<file path="src/rtl/fetch_unit.sv">
// Instruction fetch stage: strobes pc/mem to read a 1-3 byte instruction off data_bus
// and presents it to the control unit over a valid/ready handshake (no prefetch).
module fetch_unit #(
  parameter int unsigned MEM_LAT = 1
) (
  input  logic        clk,
  input  logic        rst,
  input  logic [7:0]  data_bus,
  output logic        pc_r,
  output logic        pc_inc,
  output logic        mem_ce,
  output logic        mem_r,
  output logic        mem_oe,
  output logic        instr_valid,
  input  logic        instr_ready,
  output logic [7:0]  opcode,
  output logic [15:0] operand,
  output logic [1:0]  instr_len,
  input  logic        flush,
  output logic        busy
);

  typedef enum logic [1:0] {ADDR, WAIT, DATA, HOLD} state_t;

  localparam logic [1:0] WAIT_LAST = (MEM_LAT > 1) ? 2'(MEM_LAT - 2) : '0;

  state_t     state;
  logic [1:0] byte_idx;
  logic [1:0] wait_cnt;
  logic [1:0] len_now;
  logic       last_byte;
  logic       active;

  function automatic logic [1:0] decode_len(input logic [1:0] hi);
    case (hi)
      2'b00:   decode_len = 2'd1;
      2'b01:   decode_len = 2'd2;
      default: decode_len = 2'd3;
    endcase
  endfunction

  // Length is only known once byte 0 is on the bus, so decode it live for that byte.
  always_comb begin
    len_now   = (byte_idx == 2'd0) ? decode_len(data_bus[7:6]) : instr_len;
    last_byte = (byte_idx == len_now - 2'd1);
  end

  // Reset gates strobes directly so nothing leaks onto the bus while rst is held.
  always_comb begin
    active = !rst && (state != HOLD);
    pc_r   = active;
    mem_ce = active;
    mem_oe = active;
    busy   = active;
    mem_r  = !rst && !flush && (state == ADDR);
    pc_inc = !rst && !flush && (state == DATA);
  end

  always_ff @(posedge clk) begin
    if (rst) begin
      state       <= ADDR;
      byte_idx    <= '0;
      wait_cnt    <= '0;
      opcode      <= '0;
      operand     <= '0;
      instr_len   <= '0;
      instr_valid <= 1'b0;
    end else if (flush) begin
      state       <= ADDR;
      byte_idx    <= '0;
      wait_cnt    <= '0;
      operand     <= '0;
      instr_valid <= 1'b0;
    end else begin
      case (state)
        ADDR: begin
          wait_cnt <= '0;
          state    <= (MEM_LAT > 1) ? WAIT : DATA;
        end
        WAIT: begin
          if (wait_cnt == WAIT_LAST) state <= DATA;
          else                       wait_cnt <= wait_cnt + 2'd1;
        end
        DATA: begin
          case (byte_idx)
            2'd0: begin
              opcode    <= data_bus;
              instr_len <= len_now;
            end
            2'd1:    operand[7:0]  <= data_bus;
            default: operand[15:8] <= data_bus;
          endcase
          if (last_byte) begin
            state       <= HOLD;
            instr_valid <= 1'b1;
          end else begin
            state    <= ADDR;
            byte_idx <= (byte_idx == 2'd2) ? 2'd2 : byte_idx + 2'd1;
          end
        end
        HOLD: begin
          if (instr_ready) begin
            state       <= ADDR;
            instr_valid <= 1'b0;
            operand     <= '0;
            byte_idx    <= '0;
          end
        end
        default: state <= ADDR;
      endcase
    end
  end

endmodule

</file>
<file path="config.mk">
export PLATFORM = sky130hd
export DESIGN_NAME = fetch_unit
export DESIGN_NICKNAME = d
export VERILOG_FILES = /design/src/rtl/fetch_unit.sv
export SDC_FILE = /design/constraint.sdc
export NUM_CORES = 1
export LEC_CHECK = 0
export BUFFER_PORTS_ARGS = -buffer_cell sky130_fd_sc_hd__buf_4
export CAP_MARGIN = 10
export CORE_ASPECT_RATIO = 1.2
export CORE_MARGIN = 1
export CORE_UTILIZATION = 54
export CTS_BUF_LIST = sky130_fd_sc_hd__clkbuf_4
export DETAILED_ROUTE_END_ITERATION = 6
export GPL_ROUTABILITY_DRIVEN = 0
export GPL_TIMING_DRIVEN = 0
export PLACE_DENSITY_LB_ADDON = 0.2
export SYNTH_ARGS = -nofsm -noshare
export SYNTH_HDL_FRONTEND = slang
export SYNTH_SLANG_ARGS = --single-unit
export TNS_END_PERCENT = 20
</file>
<file path="constraint.sdc">
create_clock -name clk -period 5.6 [get_ports clk]
set_input_delay 0.56 -clock clk [delete_from_list [all_inputs] [get_ports clk]]
set_output_delay 0.56 -clock clk [all_outputs]
set_load 0.02 [all_outputs]
</file>
* After elaboration in Yosys (flattened, before gate mapping)
Index checks and enable logic that the tools add are counted.
Storage, ports and cells: memories kept 0, bits in registers 33, bits of input ports 12, word-level logic and storage cells 66, bits in writable memories 0, bits in read-only memories 0, latch bits 0
Operators by class: multiply operators 0, div/mod/pow operators 0, $add $sub $neg 3, muxes and demuxes 18, reductions and logical operators 21, order comparisons 0, bitwise logic cells 1, eq/ne operators 15, shifts and indexed selects 0
Operator list (count):
- $pmux 16 s2 | 1
- $mux 16 | 1
- $mux 8 | 2
- $reduce_and 3->1 | 5
- $mux 2 | 7
- $ne 2x2->1 const B | 7
- $pmux 2 s2 | 3
- $logic_not 2->1 | 4
- $pmux 2 s4 | 1
- $eq 2x1->1 const B | 3
- $eq 2x2->1 const B | 3
- $add 2x1->2 const B | 2
- $logic_and 1x1->1 | 4
- $reduce_and 2->1 | 2
- $reduce_bool 2->1 | 2
- $reduce_or 2->1 | 2
- $eq 2x2->1 | 1
- $logic_not 1->1 | 2
- $mux 1 | 2
- $ne 2x1->1 const B | 1
- $pmux 1 s2 | 1
- $sub 2x1->2 const B | 1
- $not 1->1 | 1

* Longest topological paths before layout
word-level depth 7, gate-level depth with buffers 8, depth with buffers taken out 7

* Least setup slack after synthesis
OpenSTA, ideal clock, no wires.
path type input to output, start input port rst, end output port mem_r, data required time 5.040 ns, stages 4, arrival 1.629 ns, path slack 3.411 ns, cells stage by stage or2_2 -> clkbuf_1 -> clkbuf_1 -> nor3_1
On the way: word-level cells in the longest chain between the ends 3
Ends and longest elaborated chain:
- start: declaration | RTL line 7 | input logic rst,
- $logic_not 1->1 | RTL line 55 | mem_r = !rst && !flush && (state == ADDR);
- $logic_and 1x1->1 (2 in series) | RTL line 55
- end: declaration | RTL line 12 | output logic mem_r,
No other way between the ends.

* Final worst setup path
start register byte_idx[0], end register state[1]
On the way: word-level cells in the longest chain between the ends 6
Ends and longest elaborated chain:
- start: declaration | RTL line 28 | logic [1:0] byte_idx;
- start signal: assignment | RTL line 98 | byte_idx <= (byte_idx == 2'd2) ? 2'd2 : byte_idx + 2'd1;
- $logic_not 2->1 | RTL line 44 | len_now = (byte_idx == 2'd0) ? decode_len(data_bus[7:6]) : instr_len;
- $mux 2 | RTL line 44
- $sub 2x1->2 | RTL line 45 | last_byte = (byte_idx == len_now - 2'd1);
- $eq 2x2->1 * | RTL line 45
- $mux 2 * | RTL line 93 | if (last_byte) begin
- $pmux 2 s4 * | RTL line 75 | case (state)
- end signal: assignment | RTL line 78 | state <= (MEM_LAT > 1) ? WAIT : DATA;
- end: declaration | RTL line 27 | state_t state;
Every way passes the cells marked *; elsewhere a longest branch is shown, timed or not. A chain may end at the register's enable or synchronous reset.

==> out/metrics.csv <==
stage,metric,value,unit
clocking,CTS tree,done,
timing,RSZ-0062 raised after global routing,false,
logic_synthesis,Synth Cell Area,1510,µm²
clocking,CTS max path bufs,2,
route,final WL,3590,µm
route,ANT nets after route,0,
power_and_ir_drop,Leakage,0.771,nW
clocking,post-CTS sizing,0,
final_layout,multi-input logic area,763,µm²
logic_synthesis,Synth warnings,0,
logic_synthesis,Synth Area in Adders,3.32,%
grt,pin count of the biggest net entering global routing,11,
worst_setup_path,Worst EP arrival,2.63,ns
worst_setup_path,startpoint type of the worst setup path,register,
grt,first-pass GRT wire length,5790,µm
timing,Worst Tran Pin Value,0.562,ns
power_and_ir_drop,power per cell area,244,nW/µm²
run,max-cap check violation count,0,
final_layout,Filler Cells Inserted,194,
placement,number of port buffers,44,
worst_setup_path,Crit Path Max Fanout,10,
clocking,CTS H-tree lvls,2,
floorplan,core area,2580,µm²
route,DRC,0,
route,Vias,1504,
logic_synthesis,Simple-Gate Fraction of Synth Area,25.0,%
clocking,CTS hold repair buffers,0,
logic_synthesis,Synth Area per Inst,8.32,µm²
final_layout,Util after Layout,75.9,%
route,drt wl/cell,13.5,µm
timing,f_max,421,MHz
timing,Tcrit/Tclk final,42.4,%
floorplan,die footprint,3010,µm²
route,First DRT Iteration DRCs,61,
clocking,clk_lat worst skew,0.34,ns
floorplan,initial core utilization,58.4,%
final_layout,Area Overhead vs Synth,29.9,%
timing,final slew viol count,0,
min_path,hold crit path type,in -> reg,
logic_synthesis,Unique masters post-synth,37,
route,via/cell ratio,5.65,
timing,final setup vio count,0,
power_and_ir_drop,"Power, Total",0.478,mW
logic_synthesis,largest family of logic cells by synthesized area,simple AND/OR/NAND/NOR gates,
final_layout,Reg area,661,µm²
clocking,root buf cell,clkbuf_4,
route,drt pass-1 iters,4,
placement,post-DP HPWL,2650,µm
logic_synthesis,XOR/XNOR Fraction of Synth Area,0,%
timing,"Hold Vio Cnt, Final",0,
floorplan,Cell Rows,20,
final_layout,# diodes,0,
timing,slew margin rel.,62.3,%
logic_synthesis,Synth Register Bits,33,
timing,setup TNS,0,ns
power_and_ir_drop,worst ir drop on vdd,0.347,mV
final_layout,share of layout cells above drive strength 1,26.2,%
timing,Tmin final,2.37,ns
logic_synthesis,sequential area share after synthesis,43.9,%
final_layout,final net count,248,
grt,vias in the first global route,1345,
worst_setup_path,critical path data required time,5.85,ns
logic_synthesis,Synth Area in Compound Gates,20.3,%
timing,Setup Skew,0.0161,ns
grt,antenna violations before repair,0,
worst_setup_path,Crit. End Element,register,
grt,Total GRT Usage,25.5,%
clocking,clock sinks,33,
clocking,CTS buffer count,5,
logic_synthesis,Mapped Cells,181,
floorplan,Top-Level Pins,45,
outcome,status,"complete, no violations",
logic_synthesis,multiplexer share of the synthesized area,1.99,%
floorplan,Die W,50.2,µm
clocking,Post CTS Setup Buffer Count,0,
clocking,Clock transition at path regs,0.11,ns
logic_synthesis,Synthesized Nets,197,
floorplan,Die Ht,59.9,µm
worst_setup_path,kind of critical path,reg -> reg,
grt,total overflow reported by the global router,0,
layout make-up:
type | instances | share of cell area (%)
multi-input combinational | 130 | 39.0
inverter | 6 | 1.15
tap | 33 | 2.11
timing repair buffer | 44 | 16.9
sequential | 33 | 33.8
buffer | 12 | 3.07
clock buffer | 6 | 2.30
clock inverter | 2 | 1.73
power by group:
part	total, mW	switching, mW	internal [mW]
logic	0.0582	0.0333	0.0249
clock network	0.178	0.0800	0.0978
registers	0.242	0.00310	0.239
kinds of logic after synthesis:
group | after synthesis
AND/OR/NAND/NOR | 78
AO/OA/AOI/OAI | 45
flip-flops | 33
buffers and inverters | 18
adder cells (fa/ha/maj) | 4
multiplexers | 3
synth_stat cells, drive strengths merged:
| cell | n | area, µm² |
|---|---|---|
| nand3 | 6 | 30.0 |
| nor2b | 2 | 12.5 |
| or3 | 1 | 6.26 |
| and4bb | 1 | 12.5 |
| o311a | 1 | 10.0 |
| nand3b | 1 | 7.51 |
| and2 | 5 | 31.3 |
| a22oi | 9 | 67.6 |
| a41oi | 1 | 8.76 |
| or3b | 1 | 11.3 |
| a311oi | 1 | 8.76 |
| ha | 4 | 50.1 |
| nor4 | 1 | 6.26 |
| o21ba | 1 | 10.0 |
| a31oi | 4 | 25.0 |
| buf | 4 | 30.0 |
| nor3 | 5 | 25.0 |
| a2111o | 1 | 11.3 |
| a211oi | 1 | 20.0 |
| a21o | 1 | 7.51 |
| a31o | 1 | 8.76 |
| nand2 | 28 | 105 |
| nor2 | 20 | 75.1 |
| and3b | 2 | 17.5 |
| a21oi | 17 | 85.1 |
| clkbuf | 8 | 30.0 |
| nand2b | 2 | 15.0 |
| dfxtp | 33 | 661 |
| mux2i | 3 | 30.0 |
| or2 | 1 | 6.26 |
| o2111a | 1 | 11.3 |
| nor3b | 2 | 15.0 |
| o21a | 1 | 7.51 |
| inv | 6 | 22.5 |
| o21ai | 5 | 25.0 |
final timing paths:
path / end / from / cells after the start / slack [ns]
hold / removal: instr_len[1]$_SDFFE_PP0P_ / rst / 2 / 0.40
setup / recovery: state[1]$_SDFFE_PP0P_ / byte_idx[0]$_SDFFE_PP0P_ / 8 / 3.23
setup reg to reg: state[1]$_SDFFE_PP0P_ / byte_idx[0]$_SDFFE_PP0P_ / 8 / 3.23
hold reg to reg: opcode[3]$_SDFFE_PP0P_ / opcode[3]$_SDFFE_PP0P_ / 2 / 0.46
stage by stage:
| step | setup WS [ns] | hold slack (ns) | cell area (µm²) | cells |
|---|---|---|---|---|
| after floorplan | 3.41 | 0.465 | 1510 | 181 |
| after global placement | 3.32 | 0.442 | 1880 | 258 |
| after detailed placement | 3.26 | 0.450 | 1880 | 258 |
| after CTS | 3.25 | 0.392 | 1960 | 266 |
| after global routing | 3.14 | 0.393 | 1960 | 266 |
| final | 3.23 | 0.396 | 1960 | 266 |
registers in the layout, summed over array words and instances, names as in the netlist:
register and count:
operand 16, opcode 8, byte_idx 2, instr_len 2, state 2, wait_cnt 2
instr_valid 1
critical path, cell delays in order (launching register included):
cell and delay [ns]:
dfxtp_1 0.36, inv_1 0.16, ha_1 0.18, buf_4 0.15, or3b_4 0.41, a211oi_4 0.32
mux2i_1 0.32, nand2b_2 0.10, a311oi_1 0.28
cells in the final DEF, fill, tap and decap left out, drive strengths merged, types with 2 or more instances in the layout:
| cell type | Yosys | layout |
|---|---|---|
| a21oi | 17 | 17 |
| a22oi | 9 | 9 |
| a31oi | 4 | 4 |
| and2 | 5 | 5 |
| and3b | 2 | 2 |
| buf | 4 | 48 |
| clkbuf | 8 | 14 |
| dfxtp | 33 | 33 |
| ha | 4 | 4 |
| inv | 6 | 6 |
| mux2i | 3 | 3 |
| nand2 | 28 | 28 |
| nand2b | 2 | 2 |
| nand3 | 6 | 6 |
| nor2 | 20 | 20 |
| nor2b | 2 | 2 |
| nor3 | 5 | 5 |
| nor3b | 2 | 2 |
| o21ai | 5 | 5 |
routing by layer:
metal  vias to the layer above  track usage, %  part of all wire (%)
met4                         0            12.7                   2.0
met5                         -               0                     0
met1                       692            29.7                    41
li1                        728               -                     -
met3                        10            5.09                   7.8
met2                        74            44.4                    49
(Power assumes the default switching activity.)
